==> src/rtl/psram_arbiter_pkg.sv <==
// Shared types and the round-robin search helper for the psram arbiter.
// Latency: none (types and a pure function only).
// Backpressure: not applicable.
package psram_arbiter_pkg;

    localparam int MAX_PORTS = 8;
    localparam int IDX_BITS  = $clog2(MAX_PORTS);

    // Sized for the largest supported port count so one type serves every instance.
    typedef logic [IDX_BITS-1:0] port_idx_t;

    // First set bit of req at or after last+1, wrapping modulo num.
    function automatic port_idx_t rr_first(input logic [MAX_PORTS-1:0] req,
                                           input port_idx_t            last,
                                           input int                   num);
        port_idx_t pick;
        logic      found;
        int        k;
        pick  = '0;
        found = 1'b0;
        for (int i = 1; i <= MAX_PORTS; i++) begin
            k = (int'(last) + i) % num;
            if (!found && (i <= num) && req[port_idx_t'(k)]) begin
                found = 1'b1;
                pick  = port_idx_t'(k);
            end
        end
        return pick;
    endfunction

endpackage

==> src/rtl/psram_arbiter_if.sv <==
// Requester-side and controller-side signals of the psram arbiter.
// Latency: none (wiring only).
// Backpressure: requests are levels held until the matching ack.
interface psram_arbiter_if #(
    parameter int NUM_PORTS    = 4,
    parameter int ADDRESS_BITS = 23,
    parameter int DATA_BITS    = 16
);
    logic [NUM_PORTS-1:0]    req_rd_en;
    logic [ADDRESS_BITS-1:0] req_rd_address [NUM_PORTS];
    logic [NUM_PORTS-1:0]    req_rd_ack;
    logic [NUM_PORTS-1:0]    req_rd_valid;
    logic [DATA_BITS-1:0]    req_rd_data;
    logic [NUM_PORTS-1:0]    req_wr_en;
    logic [ADDRESS_BITS-1:0] req_wr_address [NUM_PORTS];
    logic [DATA_BITS-1:0]    req_wr_data [NUM_PORTS];
    logic [NUM_PORTS-1:0]    req_wr_ack;

    logic                    mem_rd_en;
    logic [ADDRESS_BITS-1:0] mem_rd_address;
    logic                    mem_rd_ack;
    logic [DATA_BITS-1:0]    mem_rd_data;
    logic                    mem_wr_en;
    logic [ADDRESS_BITS-1:0] mem_wr_address;
    logic [DATA_BITS-1:0]    mem_wr_data;
    logic                    mem_wr_ack;

    modport slave (
        input  req_rd_en, req_rd_address, req_wr_en, req_wr_address, req_wr_data,
        input  mem_rd_ack, mem_rd_data, mem_wr_ack,
        output req_rd_ack, req_rd_valid, req_rd_data, req_wr_ack,
        output mem_rd_en, mem_rd_address, mem_wr_en, mem_wr_address, mem_wr_data
    );

    modport master (
        output req_rd_en, req_rd_address, req_wr_en, req_wr_address, req_wr_data,
        output mem_rd_ack, mem_rd_data, mem_wr_ack,
        input  req_rd_ack, req_rd_valid, req_rd_data, req_wr_ack,
        input  mem_rd_en, mem_rd_address, mem_wr_en, mem_wr_address, mem_wr_data
    );
endinterface

==> src/rtl/psram_arbiter_rr_picker.sv <==
// Combinational round-robin pick among requesting ports, starting after last_i.
// Latency: zero cycles.
// Backpressure: none; the pick is re-evaluated every cycle.
module rr_picker
    import psram_arbiter_pkg::*;
#(
    parameter int NUM_PORTS = 4
) (
    input  logic [NUM_PORTS-1:0] req_i,
    input  port_idx_t            last_i,
    output logic                 grant_vld_o,
    output logic [NUM_PORTS-1:0] grant_oh_o,
    output port_idx_t            grant_idx_o
);

    logic [MAX_PORTS-1:0] req_pad;

    always_comb begin
        req_pad                  = '0;
        req_pad[NUM_PORTS-1:0]   = req_i;
        grant_vld_o              = |req_i;
        grant_idx_o              = rr_first(req_pad, last_i, NUM_PORTS);
        grant_oh_o               = '0;
        for (int i = 0; i < NUM_PORTS; i++) begin
            grant_oh_o[i] = grant_vld_o && (grant_idx_o == port_idx_t'(i));
        end
    end

endmodule

==> src/rtl/psram_arbiter.sv <==
// Shares one psram controller between NUM_PORTS read/write requesters, round-robin.
// Latency: acks combinational; read data valid READ_LATENCY+1 cycles after rd ack.
// Backpressure: requests hold until acked; only one read return is tracked at a time.
module psram_arbiter
    import psram_arbiter_pkg::*;
#(
    parameter int NUM_PORTS    = 4,
    parameter int ADDRESS_BITS = 23,
    parameter int DATA_BITS    = 16,
    parameter bit WRITE_WINS   = 1'b1,
    parameter int READ_LATENCY = 3
) (
    input  logic            clk,
    input  logic            reset_n,
    psram_arbiter_if.slave  bus,
    output logic            overlap_error
);

    localparam int SEL_BITS = $clog2(NUM_PORTS);
    localparam int CNT_BITS = $clog2(READ_LATENCY + 1);

    typedef logic [SEL_BITS-1:0] sel_t;

    logic [NUM_PORTS-1:0] req;
    logic [NUM_PORTS-1:0] is_wr;
    logic [NUM_PORTS-1:0] grant_oh;
    logic                 grant_vld;
    port_idx_t            grant_idx;
    sel_t                 sel;
    logic                 any_ack;

    port_idx_t            last_grant_q, last_grant_d;
    logic [CNT_BITS-1:0]  pend_cnt_q, pend_cnt_d;
    sel_t                 pend_port_q, pend_port_d;
    logic [NUM_PORTS-1:0] rd_vld_q, rd_vld_d;
    logic [DATA_BITS-1:0] rd_data_q, rd_data_d;
    logic                 overlap_q, overlap_d;

    always_comb begin
        for (int i = 0; i < NUM_PORTS; i++) begin
            req[i]   = bus.req_rd_en[i] | bus.req_wr_en[i];
            is_wr[i] = bus.req_wr_en[i] & (WRITE_WINS | ~bus.req_rd_en[i]);
        end
    end

    rr_picker #(.NUM_PORTS(NUM_PORTS)) u_picker (
        .req_i       (req),
        .last_i      (last_grant_q),
        .grant_vld_o (grant_vld),
        .grant_oh_o  (grant_oh),
        .grant_idx_o (grant_idx)
    );

    // With no requester the mux parks on port 0.
    assign sel = grant_vld ? sel_t'(grant_idx) : '0;

    assign bus.mem_wr_en      = grant_vld & is_wr[sel];
    assign bus.mem_rd_en      = grant_vld & ~is_wr[sel];
    assign bus.mem_rd_address = bus.req_rd_address[sel];
    assign bus.mem_wr_address = bus.req_wr_address[sel];
    assign bus.mem_wr_data    = bus.req_wr_data[sel];

    assign bus.req_rd_ack = grant_oh & {NUM_PORTS{bus.mem_rd_ack}};
    assign bus.req_wr_ack = grant_oh & {NUM_PORTS{bus.mem_wr_ack}};

    assign any_ack = grant_vld & (bus.mem_rd_ack | bus.mem_wr_ack);

    always_comb begin
        last_grant_d = any_ack ? grant_idx : last_grant_q;
        pend_cnt_d   = pend_cnt_q;
        pend_port_d  = pend_port_q;
        rd_vld_d     = '0;
        rd_data_d    = rd_data_q;
        overlap_d    = overlap_q;

        if (pend_cnt_q != '0) begin
            pend_cnt_d = pend_cnt_q - CNT_BITS'(1);
        end
        if (pend_cnt_q == CNT_BITS'(1)) begin
            rd_data_d              = bus.mem_rd_data;
            rd_vld_d[pend_port_q]  = 1'b1;
        end
        // A new read reloads the tracker; if the old one is mid-flight its return is lost.
        if (bus.mem_rd_ack) begin
            pend_cnt_d  = CNT_BITS'(READ_LATENCY);
            pend_port_d = sel;
            if (pend_cnt_q > CNT_BITS'(1)) begin
                overlap_d = 1'b1;
            end
        end
    end

    always_ff @(posedge clk or negedge reset_n) begin
        if (!reset_n) begin
            last_grant_q <= port_idx_t'(NUM_PORTS - 1);
            pend_cnt_q   <= '0;
            pend_port_q  <= '0;
            rd_vld_q     <= '0;
            rd_data_q    <= '0;
            overlap_q    <= 1'b0;
        end else begin
            last_grant_q <= last_grant_d;
            pend_cnt_q   <= pend_cnt_d;
            pend_port_q  <= pend_port_d;
            rd_vld_q     <= rd_vld_d;
            rd_data_q    <= rd_data_d;
            overlap_q    <= overlap_d;
        end
    end

    assign bus.req_rd_valid = rd_vld_q;
    assign bus.req_rd_data  = rd_data_q;
    assign overlap_error    = overlap_q;

endmodule
==> src/flat_wrapper.sv <==
// flat-port wrapper written by rule: the top's interface ports become plain ports
module psram_arbiter_flat import psram_arbiter_pkg::*;
#(
    parameter int NUM_PORTS    = 4,
    parameter int ADDRESS_BITS = 23,
    parameter int DATA_BITS    = 16,
    parameter bit WRITE_WINS   = 1'b1,
    parameter int READ_LATENCY = 3
)
  (clk, reset_n, overlap_error, bus_req_rd_en, bus_req_rd_address, bus_req_wr_en, bus_req_wr_address, bus_req_wr_data, bus_mem_rd_ack, bus_mem_rd_data, bus_mem_wr_ack, bus_req_rd_ack, bus_req_rd_valid, bus_req_rd_data, bus_req_wr_ack, bus_mem_rd_en, bus_mem_rd_address, bus_mem_wr_en, bus_mem_wr_address, bus_mem_wr_data);
  psram_arbiter_if #(.NUM_PORTS(NUM_PORTS), .ADDRESS_BITS(ADDRESS_BITS), .DATA_BITS(DATA_BITS)) bus_i ();
  input  logic clk;
  input  logic reset_n;
  output logic overlap_error;
  input wire logic [$bits(bus_i.req_rd_en)-1:0] bus_req_rd_en;
  input wire logic [$bits(bus_i.req_rd_address)-1:0] bus_req_rd_address;
  input wire logic [$bits(bus_i.req_wr_en)-1:0] bus_req_wr_en;
  input wire logic [$bits(bus_i.req_wr_address)-1:0] bus_req_wr_address;
  input wire logic [$bits(bus_i.req_wr_data)-1:0] bus_req_wr_data;
  input wire logic [$bits(bus_i.mem_rd_ack)-1:0] bus_mem_rd_ack;
  input wire logic [$bits(bus_i.mem_rd_data)-1:0] bus_mem_rd_data;
  input wire logic [$bits(bus_i.mem_wr_ack)-1:0] bus_mem_wr_ack;
  output wire logic [$bits(bus_i.req_rd_ack)-1:0] bus_req_rd_ack;
  output wire logic [$bits(bus_i.req_rd_valid)-1:0] bus_req_rd_valid;
  output wire logic [$bits(bus_i.req_rd_data)-1:0] bus_req_rd_data;
  output wire logic [$bits(bus_i.req_wr_ack)-1:0] bus_req_wr_ack;
  output wire logic [$bits(bus_i.mem_rd_en)-1:0] bus_mem_rd_en;
  output wire logic [$bits(bus_i.mem_rd_address)-1:0] bus_mem_rd_address;
  output wire logic [$bits(bus_i.mem_wr_en)-1:0] bus_mem_wr_en;
  output wire logic [$bits(bus_i.mem_wr_address)-1:0] bus_mem_wr_address;
  output wire logic [$bits(bus_i.mem_wr_data)-1:0] bus_mem_wr_data;
  assign bus_i.req_rd_en = bus_req_rd_en;
  assign bus_i.req_rd_address = {>>{bus_req_rd_address}};
  assign bus_i.req_wr_en = bus_req_wr_en;
  assign bus_i.req_wr_address = {>>{bus_req_wr_address}};
  assign bus_i.req_wr_data = {>>{bus_req_wr_data}};
  assign bus_i.mem_rd_ack = bus_mem_rd_ack;
  assign bus_i.mem_rd_data = bus_mem_rd_data;
  assign bus_i.mem_wr_ack = bus_mem_wr_ack;
  assign bus_req_rd_ack = bus_i.req_rd_ack;
  assign bus_req_rd_valid = bus_i.req_rd_valid;
  assign bus_req_rd_data = bus_i.req_rd_data;
  assign bus_req_wr_ack = bus_i.req_wr_ack;
  assign bus_mem_rd_en = bus_i.mem_rd_en;
  assign bus_mem_rd_address = bus_i.mem_rd_address;
  assign bus_mem_wr_en = bus_i.mem_wr_en;
  assign bus_mem_wr_address = bus_i.mem_wr_address;
  assign bus_mem_wr_data = bus_i.mem_wr_data;
  psram_arbiter #(.NUM_PORTS(NUM_PORTS), .ADDRESS_BITS(ADDRESS_BITS), .DATA_BITS(DATA_BITS), .WRITE_WINS(WRITE_WINS), .READ_LATENCY(READ_LATENCY)) u_core (.clk(clk), .reset_n(reset_n), .bus(bus_i), .overlap_error(overlap_error));
endmodule
==> config.mk <==
export PLATFORM = sky130hd
export DESIGN_NAME = psram_arbiter_flat
export DESIGN_NICKNAME = d
export VERILOG_FILES = /design/src/rtl/psram_arbiter_pkg.sv /design/src/rtl/psram_arbiter_if.sv /design/src/rtl/psram_arbiter_rr_picker.sv /design/src/rtl/psram_arbiter.sv /design/src/flat_wrapper.sv
export SDC_FILE = /design/constraint.sdc
export NUM_CORES = 1
export LEC_CHECK = 0
export BUFFER_PORTS_ARGS = -buffer_cell sky130_fd_sc_hd__buf_2
export CAP_MARGIN = 40
export CORE_AREA = 2 2 141 143
export CTS_CLUSTER_DIAMETER = 30
export CTS_CLUSTER_SIZE = 20
export DETAILED_ROUTE_END_ITERATION = 8
export DIE_AREA = 0 0 143 145
export PLACE_DENSITY = 0.46
export REMOVE_ABC_BUFFERS = 1
export SYNTH_ARGS = -nofsm -noshare
export SYNTH_HDL_FRONTEND = slang
export SYNTH_SLANG_ARGS = --single-unit
==> constraint.sdc <==
create_clock -name clk -period 4.65 [get_ports clk]
set_input_delay 1.395 -clock clk [delete_from_list [all_inputs] [get_ports clk]]
set_output_delay 1.395 -clock clk [all_outputs]
set_load 0.05 [all_outputs]
# After elaboration in Yosys (flattened, before gate mapping)
# Index checks and enable logic that the tools add are counted.
dict set report op_classes {
  magnitude_cmp 9
  mux 32
  n_bitwise 16
  reduce_logical 20
  addsub 5
  n_eq_ne 4
}
# operator n
set ops {}
lappend ops {{23-bit binary-select mux with 2-bit select} 2}
lappend ops {{23-bit two-way mux} 4}
lappend ops {{16-bit binary-select mux with 2-bit select} 1}
lappend ops {{16-bit two-way mux} 2}
lappend ops {{3-bit by 4-bit < comparator with 1-bit output (second input constant)} 4}
lappend ops {{1-bit binary-select mux with 3-bit select} 4}
lappend ops {{3-bit two-way mux} 4}
lappend ops {{1-bit two-way mux} 9}
lappend ops {{4-bit bitwise AND} 2}
lappend ops {{1-bit logical AND} 8}
lappend ops {{2-bit OR reduction} 4}
lappend ops {{3-bit by 2-bit equality test with 1-bit output (second input constant)} 2}
lappend ops {{2-bit by 3-bit < comparator with 1-bit output (second input constant)} 2}
lappend ops {{2-bit two-way mux} 3}
lappend ops {{1-bit bitwise OR} 5}
lappend ops {{2-bit by 1-bit adder with 2-bit output (second input constant)} 2}
lappend ops {{2-bit adder (second input constant)} 2}
lappend ops {{1-bit bitwise AND (first input constant)} 4}
lappend ops {{4-bit two-way mux} 1}
lappend ops {{2-bit nonzero test} 2}
lappend ops {{4-bit OR reduction} 1}
lappend ops {{1-bit bitwise AND} 3}
lappend ops {{3-bit by 1-bit equality test with 1-bit output (second input constant)} 1}
lappend ops {{3-bit greater-or-equal comparator (second input constant)} 1}
lappend ops {{11 further kinds} 13}
dict set report word_totals {
  ff_bits 27
}

# Logic depth before layout (Yosys ltp)
# Gate-level depths: netlist of the first run.
dict set report logic_depth {
  word_depth 20
  mapped_depth 8
  ltp_nobuf 5
}

# Cells and area by module
# From an unflattened synthesis of the first run, not the netlist that was laid out.
dict set report hier_totals {
  cells_unflattened 474
  hier_area_um2 3314.4
}
# module area_each_um2 seq_area_each_um2 cells_per_inst instances
set by_module_without_submodules {}
lappend by_module_without_submodules {psram_arbiter 3080.5 703.2 438 1}
lappend by_module_without_submodules {rr_picker 234.0 0.0 36 1}

# Least setup slack after synthesis of the first run
# OpenSTA, ideal clock, no wires.
dict set report synth_timing {
  path_type {input to output}
  start {input bus_req_rd_en[0]}
  end {output bus_req_rd_ack[1]}
  arrival_ps 3431
  cell_stages 6
  setup_slack_ps -176
  cell_sequence {or2_1 -> nor3b_1 -> a211oi_1 -> buf_2 -> buf_2 -> nor3b_1}
}
dict set report synth_between {
  elab_chain_cells 16
}
# item line
set synth_lines {}
lappend synth_lines {{from (decl)} flat_wrapper.sv:15} ;# input wire logic [$bits(bus_i.req_rd_en)-1:0] bus_req_rd_en;
lappend synth_lines {{1-bit bitwise OR (*)} psram_arbiter.sv:41} ;# req[i] = bus.req_rd_en[i] | bus.req_wr_en[i];
lappend synth_lines {{1-bit binary-select mux with 3-bit select} psram_arbiter_pkg.sv:23} ;# if (!found && (i <= num) && req[port_idx_t'(k)]) begin
lappend synth_lines {{1-bit two-way mux (implied by the code)} psram_arbiter_pkg.sv:23}
lappend synth_lines {{1-bit two-way mux} psram_arbiter_pkg.sv:23}
lappend synth_lines {{1-bit zero test} psram_arbiter_pkg.sv:23}
lappend synth_lines {{1-bit logical AND} psram_arbiter_pkg.sv:23}
lappend synth_lines {{1-bit two-way mux} psram_arbiter_pkg.sv:23}
lappend synth_lines {{1-bit zero test} psram_arbiter_pkg.sv:23}
lappend synth_lines {{1-bit logical AND} psram_arbiter_pkg.sv:23}
lappend synth_lines {{1-bit two-way mux} psram_arbiter_pkg.sv:23}
lappend synth_lines {{1-bit zero test} psram_arbiter_pkg.sv:23}
lappend synth_lines {{1-bit logical AND} psram_arbiter_pkg.sv:23}
lappend synth_lines {{3-bit two-way mux} psram_arbiter_pkg.sv:23}
lappend synth_lines {{3-bit by 1-bit equality test with 1-bit output} psram_arbiter_rr_picker.sv:25} ;# grant_oh_o[i] = grant_vld_o && (grant_idx_o == port_idx_t'(i));
lappend synth_lines {{1-bit logical AND (*)} psram_arbiter_rr_picker.sv:25}
lappend synth_lines {{4-bit bitwise AND (*)} psram_arbiter.sv:63} ;# assign bus.req_rd_ack = grant_oh & {NUM_PORTS{bus.mem_rd_ack}};
lappend synth_lines {{to (decl)} flat_wrapper.sv:23} ;# output wire logic [$bits(bus_i.req_rd_ack)-1:0] bus_req_rd_ack;
# Mark *: on every way between the ends. The rest lies on a longest branch, timed or not. The select of a mux whose other input is x is not followed.

# Worst setup path in the final report of the first run
dict set report layout_timing {
  start {input bus_req_wr_en[1]}
  end {output bus_mem_wr_address[14]}
}
dict set report layout_between {
  elab_chain_cells 18
}
# item line
set layout_lines {}
lappend layout_lines {{from (decl)} flat_wrapper.sv:17} ;# input wire logic [$bits(bus_i.req_wr_en)-1:0] bus_req_wr_en;
lappend layout_lines {{1-bit bitwise OR (*)} psram_arbiter.sv:41}
lappend layout_lines {{1-bit binary-select mux with 3-bit select} psram_arbiter_pkg.sv:23}
lappend layout_lines {{1-bit two-way mux (implied by the code)} psram_arbiter_pkg.sv:23}
lappend layout_lines {{1-bit two-way mux} psram_arbiter_pkg.sv:23}
lappend layout_lines {{1-bit zero test} psram_arbiter_pkg.sv:23}
lappend layout_lines {{1-bit logical AND} psram_arbiter_pkg.sv:23}
lappend layout_lines {{1-bit two-way mux} psram_arbiter_pkg.sv:23}
lappend layout_lines {{1-bit zero test} psram_arbiter_pkg.sv:23}
lappend layout_lines {{1-bit logical AND} psram_arbiter_pkg.sv:23}
lappend layout_lines {{1-bit two-way mux} psram_arbiter_pkg.sv:23}
lappend layout_lines {{1-bit zero test} psram_arbiter_pkg.sv:23}
lappend layout_lines {{1-bit logical AND} psram_arbiter_pkg.sv:23}
lappend layout_lines {{3-bit two-way mux} psram_arbiter_pkg.sv:23}
lappend layout_lines {{2-bit two-way mux (*)} psram_arbiter.sv:55} ;# assign sel = grant_vld ? sel_t'(grant_idx) : '0;
lappend layout_lines {{2-bit inverter with 3-bit output (implied by the code) (*)} psram_arbiter.sv:60} ;# assign bus.mem_wr_address = bus.req_wr_address[sel];
lappend layout_lines {{23-bit binary-select mux with 2-bit select (*)} psram_arbiter.sv:60}
lappend layout_lines {{23-bit two-way mux (implied by the code) (*) (2 in a row)} psram_arbiter.sv:60}
lappend layout_lines {{to (decl)} flat_wrapper.sv:30} ;# output wire logic [$bits(bus_i.mem_wr_address)-1:0] bus_mem_wr_address;
# Marked as above.

==> impl_metrics.json, run 1 <==
{
  "status": "completed",
  "rsz0062_at_grt": "yes",
  "required_ns": 3.25,
  "ir_drop_v": 0.000454,
  "start_kind": "primary input",
  "seqPwrFrac_pct": 7.6,
  "wirelength_mm": 14.4,
  "grt.met1_usage_pct": 13.6,
  "area_delta_synth_final_pct": 79.4,
  "die_h_um": 145,
  "cts_sinks": 27,
  "drive_above_1_share_pct": 63.3,
  "wl_per_cell_um": 14.7,
  "power_frac_clock_pct": 3.8,
  "path_clk_slew_ns": 0.06,
  "end_kind": "output port",
  "p_leak_nw": 3.52,
  "slew_headroom_pct": 60.3,
  "finClkSkew_ns": 0.00439,
  "nNetsFinal": 990,
  "synth_area_mm2": 0.00337,
  "finalHoldViolations": 0,
  "cp_top_family": "buffers and inverters",
  "drt_pre_antenna_iters": 4,
  "path_cells": "buf_2, nor4_4, a2bb2oi_2, o31a_4, buf_12, buf_12, mux2i_1, mux2i_1, buf_2",
  "critPathSlowestCell": "nor4_4",
  "place_area_mm2": 0.00581,
  "cts.path.max_buffers": 2,
  "io_pins": 369,
  "synth_top_area_share_pct": 55.5,
  "met2_usage_pct": 25.2,
  "crit_fanout": 22,
  "slowest_delay_ns": 0.31,
  "io_buffers": 368,
  "synth_top_area_cell": "mux2i_1",
  "swShare_pct": 58.0,
  "drv_cap": 0,
  "numCtsBuffers": 3,
  "hp-class": "reg2reg",
  "cp.arrival_ns": 3.13,
  "top_usage_layer": "met2",
  "cts_root_buffer": "clkbuf_16",
  "finalSetupViolations": 0,
  "n_fill_cell": 2042,
  "start_util_pct": 17.5,
  "ys_seq_elements": 27,
  "ys.flop_type": "dfrtp_1",
  "grt_pass1_vias": 4152,
  "critical_path_buf_inv_count": 4,
  "routed_via_density": 4.01,
  "slew_violations": 0,
  "ys_warn_count": 0,
  "cellPowerDensity_mw_per_mm2": 850,
  "synth_edf_count": 0,
  "syn_area_per_cell_um2": 10.7,
  "track_usage_pct": 12.8,
  "netlist_top_cells_area": "mux2i_1, dfrtp_1, mux2_2, buf_12, dfstp_2",
  "yosysSeqAreaShare_pct": 20.1,
  "drc_errors": 0,
  "place_congestion": 0.797,
  "htreeDepth": 1,
  "core_mm2": 0.0192,
  "p_comb_share_pct": 88.6,
  "hpwl_mm": 12.5,
  "fmax_mhz": 221,
  "antenna_found_initial": 3,
  "period_minus_slack_ns": 4.52,
  "grt_pass1_wl_mm": 21.1,
  "fin_crit_sh_pct": 97.3,
  "switchingPower_w": 0.00298,
  "regArea_um2": 678,
  "internal_power_w": 0.00216,
  "multi_input_comb_area_mm2": 0.00247,
  "final_common_cell": "buf_2",
  "met3_usage_pct": 2.97,
  "grt-ovfl-total": 0,
  "grt_max_degree": 28,
  "tritoncts": "done",
  "ant_nets": 0,
  "row_count": 51,
  "final_cell_mix": "buf_2, mux2i_1, buf_4",
  "die_area_mm2": 0.0207,
  "initialDrtViolationCount": 79,
  "post-route-util_pct": 31.5,
  "worst_pin_slew_ns": 0.596,
  "die_x_um": 143,
  "ys_types": 36,
  "insertion_delay_ns": 0.26,
  "synthCells": 316,
  "worstSetupPathType": "in2out",
  "vias": 3924,
  "final_area_mm2": 0.00605,
  "synthArstFlopShare_pct": 100
}
-- per-stage QoR --
stage          TNS [ns]  setup slack (ns)  hold WS [ns]  std cells  power [W]
3_3_place_gp    -0.0244           -0.0244         0.461        961    0.00483
4_1_cts               0            0.0124         0.480        966    0.00506
5_1_grt          -0.244           -0.0395         0.506        978    0.00542
6_report              0             0.125         0.482        979    0.00514
3_5_place_dp     -0.181           -0.0719         0.466        962    0.00483
2_1_floorplan   -560.36             -7.82         0.446        290    0.00355
-- layer usage --
layer  up-vias  share of wire, %
met1      1756                37
met2       182                54
met3         6               7.6
met5         -                 0
met4         0              0.76
li1       1980                 -
-- cells in the mapped netlist, types with 2 or more instances --
cell type,n
nor3b_1,4
inv_1,4
o21ai_0,3
ha_1,2
buf_2,9
and3b_1,2
mux2_2,17
buf_12,7
clkbuf_4,5
nor2_1,10
clkbuf_1,3
dfrtp_1,25
o21ai_1,2
o21bai_1,2
buf_4,2
a211oi_1,2
and3_1,4
mux2i_1,187
a21oi_1,3
nand2_1,5
dfstp_2,2
o22ai_1,2
-- flip-flops by register name, indices dropped and copies added, names as in the netlist --
name / flops
u_core.pend_port_q: 2
u_core.bus.req_rd_data: 16
u_core.last_grant_q: 2
u_core.bus.req_rd_valid: 4
u_core.pend_cnt_q: 2
u_core.overlap_error: 1
-- area by class of cell --
type,instances,area share (%)
sequential,27,11.2
clock inverter,1,0.124
inverter,4,0.248
tap,265,5.48
timing repair buffer,417,40.8
clock buffer,3,1.24
antenna,3,0.124
multi-input combinational,259,40.8
-- power by group through the flow --
stage          registers [W]  clock network (W)  logic [W]
4_1_cts             0.000393           0.000202    0.00446
3_3_place_gp        0.000394                  0    0.00444
3_5_place_dp        0.000396                  0    0.00444
6_report            0.000393           0.000194    0.00456
2_1_floorplan       0.000653                  0    0.00290
5_1_grt             0.000407           0.000216    0.00480
-- timing repair --
item / in CTS / in global routing
pin swaps: 0 / 3
gates resized for setup: 2 / 25
setup endpoints to repair: 13 / 52
cloned: 0 / 1
hold buffers: 0 / 0
buffers inserted: 0 / 9
-- kinds of logic after synthesis --
logic type,after synthesis,share of synthesized area (%)
buffers and inverters,30,7.83
adders and majority gates,2,0.742
AOI/OAI and AO/OA,22,4.64
and+or+nand+nor,30,5.20
DFF,27,20.1
xor gates and xnor gates,1,0.260
muxes,204,61.2
-- path summary, 6_finish.rpt --
check,startpoint,end,slack (ns),cells past startpoint
worst min register to register,u_core.overlap_error$_DFFE_PN0P_,u_core.overlap_error$_DFFE_PN0P_,0.48,1
worst min-delay path,u_core.overlap_error$_DFFE_PN0P_,u_core.overlap_error$_DFFE_PN0P_,0.48,1
max in group asynchronous,reset_n,u_core.bus.req_rd_data[15]$_DFFE_PN0P_,3.12,1
worst max register to register,u_core.last_grant_q[1]$_DFFE_PN1P_,u_core.last_grant_q[1]$_DFFE_PN1P_,2.85,6
min in group asynchronous,reset_n,u_core.bus.req_rd_data[4]$_DFFE_PN0P_,1.14,1
worst max-delay path,bus_req_wr_en[1],bus_mem_wr_address[14],0.13,9
No activity file was read; power rests on OpenSTA's default activity.
==> run 2: changes to the inputs <==
- SETUP_SLACK_MARGIN: unset -> 0.15
==> impl_metrics.json, run 2 (synthesized netlist as in run 1, its figures left out) <==
{
  "min_from": "u_core.pend_port_q[1]$_DFFE_PN0P_",
  "start_util_pct": 17.5,
  "fin_cells": 1004,
  "cellPowerDensity_mw_per_mm2": 876,
  "seqPwrFrac_pct": 6.7,
  "hpwl_mm": 12.5,
  "regArea_um2": 678,
  "grt_pass1_wl_mm": 21.9,
  "io_buffers": 368,
  "end_kind": "output port",
  "required_ns": 3.25,
  "worst_pin_slew_ns": 0.597,
  "start_kind": "primary input",
  "met2_usage_pct": 26.3,
  "slew_violations": 0,
  "grt.met1_usage_pct": 14.4,
  "cts_root_buffer": "clkbuf_16",
  "finalSetupViolations": 0,
  "io_pins": 369,
  "vias": 4068,
  "hp-class": "reg2reg",
  "p_comb_share_pct": 90.0,
  "period_minus_slack_ns": 4.56,
  "status": "completed",
  "cts.path.max_buffers": 2,
  "swShare_pct": 53.5,
  "cts_hold_buf": 0,
  "drc_errors": 0,
  "critPathSlowestCell": "o31a_4",
  "internal_power_w": 0.00273,
  "tritoncts": "done",
  "final_common_cell": "buf_2",
  "cp.arrival_ns": 3.16,
  "wl_per_cell_um": 15.2,
  "place_congestion": 0.797,
  "htreeDepth": 1,
  "drv_cap": 0,
  "path_clk_slew_ns": 0.07,
  "fmax_mhz": 219,
  "switchingPower_w": 0.00315,
  "power_frac_clock_pct": 3.3,
  "finalHoldViolations": 0,
  "top_usage_layer": "met2",
  "final_cell_mix": "buf_2, mux2i_1, buf_4",
  "worstSetupPathType": "in2out",
  "die_x_um": 143,
  "drive_above_1_share_pct": 66.8,
  "met3_usage_pct": 2.71,
  "dpl.cell_count": 962,
  "core_mm2": 0.0192,
  "routed_via_density": 4.05,
  "wirelength_mm": 15.2,
  "cp_top_family": "buffers and inverters",
  "n_fill_cell": 1981,
  "antenna_found_initial": 3,
  "rsz0062_at_grt": "yes",
  "area_delta_synth_final_pct": 99.1,
  "ir_drop_v": 0.000484,
  "place_area_mm2": 0.00581,
  "die_h_um": 145,
  "grt_pass1_vias": 4248,
  "track_usage_pct": 13.4,
  "insertion_delay_ns": 0.26,
  "die_area_mm2": 0.0207,
  "nNetsFinal": 1015,
  "drt_pre_antenna_iters": 4,
  "final_area_mm2": 0.00671,
  "critical_path_buf_inv_count": 7,
  "fin_crit_sh_pct": 98.0,
  "ant_nets": 0,
  "startpoint": "bus_req_wr_en[1]",
  "slowest_delay_ns": 0.22,
  "numCtsBuffers": 3,
  "crit_top_cell": "buf_12",
  "reg2reg_from": "u_core.last_grant_q[1]$_DFFE_PN1P_",
  "finClkSkew_ns": 0.00489,
  "initialDrtViolationCount": 93,
  "slew_headroom_pct": 60.2,
  "largest_reg_flops": 16,
  "cts_sinks": 27,
  "r2r_slack_ns": 2.57,
  "p_leak_nw": 3.78,
  "path_cells": "buf_12, buf_4, o21ba_2, a2bb2oi_2, o31a_4, buf_6, buf_12, buf_12, mux2i_1, mux2i_1, buf_4, buf_12",
  "grt_max_degree": 28,
  "crit_fanout": 7,
  "grt-ovfl-total": 0,
  "row_count": 51,
  "multi_input_comb_area_mm2": 0.00258
}
## run 2: final timing paths
kind | endpoint | depth (start not counted)
worst max-delay path | bus_mem_wr_data[2] | 12
worst min-delay path | u_core.bus.req_rd_valid[0]$_DFF_PN0_ | 1
worst max register to register | u_core.last_grant_q[1]$_DFFE_PN1P_ | 8
worst min register to register | u_core.bus.req_rd_valid[0]$_DFF_PN0_ | 1
max in group asynchronous | u_core.bus.req_rd_data[15]$_DFFE_PN0P_ | 1
min in group asynchronous | u_core.bus.req_rd_valid[3]$_DFF_PN0_ | 1
## run 2: final cells by class
cell class	count	area share, %
clock buffers	3	1.12
repair buffers	442	45.0
multi-input cells	259	38.4
well taps	265	4.94
clock inverters	1	0.112
inverters	4	0.224
diodes	3	0.112
flip-flops and latches	27	10.1
## run 2: metrics by stage
step	hold slack [ns]	TNS, ns	utilization [%]	power (W)	setup WS, ns
final	0.481	0	34.9	0.00588	0.0929
after global routing	0.506	-0.319	34.9	0.00616	-0.0483
after CTS	0.480	0	32.6	0.00550	0.0686
after detailed placement	0.466	-0.181	30.2	0.00483	-0.0719
after global placement	0.461	-0.0244	30.2	0.00483	-0.0244
after floorplan	0.446	-560.36	-	0.00355	-7.82
## run 2: worst register-to-register path: stages, from the launching register on
cell and delay, ns:
dfstp_2 0.62, o21a_1 0.19, nor2_1 0.08, o31a_4 0.33, buf_6 0.13, buf_12 0.12, buf_6 0.14, buf_4 0.14
mux2_2 0.25
## run 2: power groups by stage
stage / sequential [W] / clock, W / combinational, W
floorplan: 0.000653 / 0 / 0.00290
global placement: 0.000394 / 0 / 0.00444
detailed placement: 0.000396 / 0 / 0.00444
CTS: 0.000392 / 0.000202 / 0.00491
global route: 0.000408 / 0.000216 / 0.00554
finish: 0.000396 / 0.000194 / 0.00529
## run 2: layer usage
layer	up-vias	wire, µm
li1	2033	-
met3	10	1060
met1	1841	5760
met2	184	8280
met5	-	0
met4	0	149
## run 2: timing repair
| item | in CTS | in global routing |
|---|---|---|
| gates cloned | 3 | 1 |
| setup endpoints to repair | 58 | 66 |
| resized for setup | 50 | 103 |
| pin swaps | 0 | 11 |
| buffers inserted | 14 | 17 |
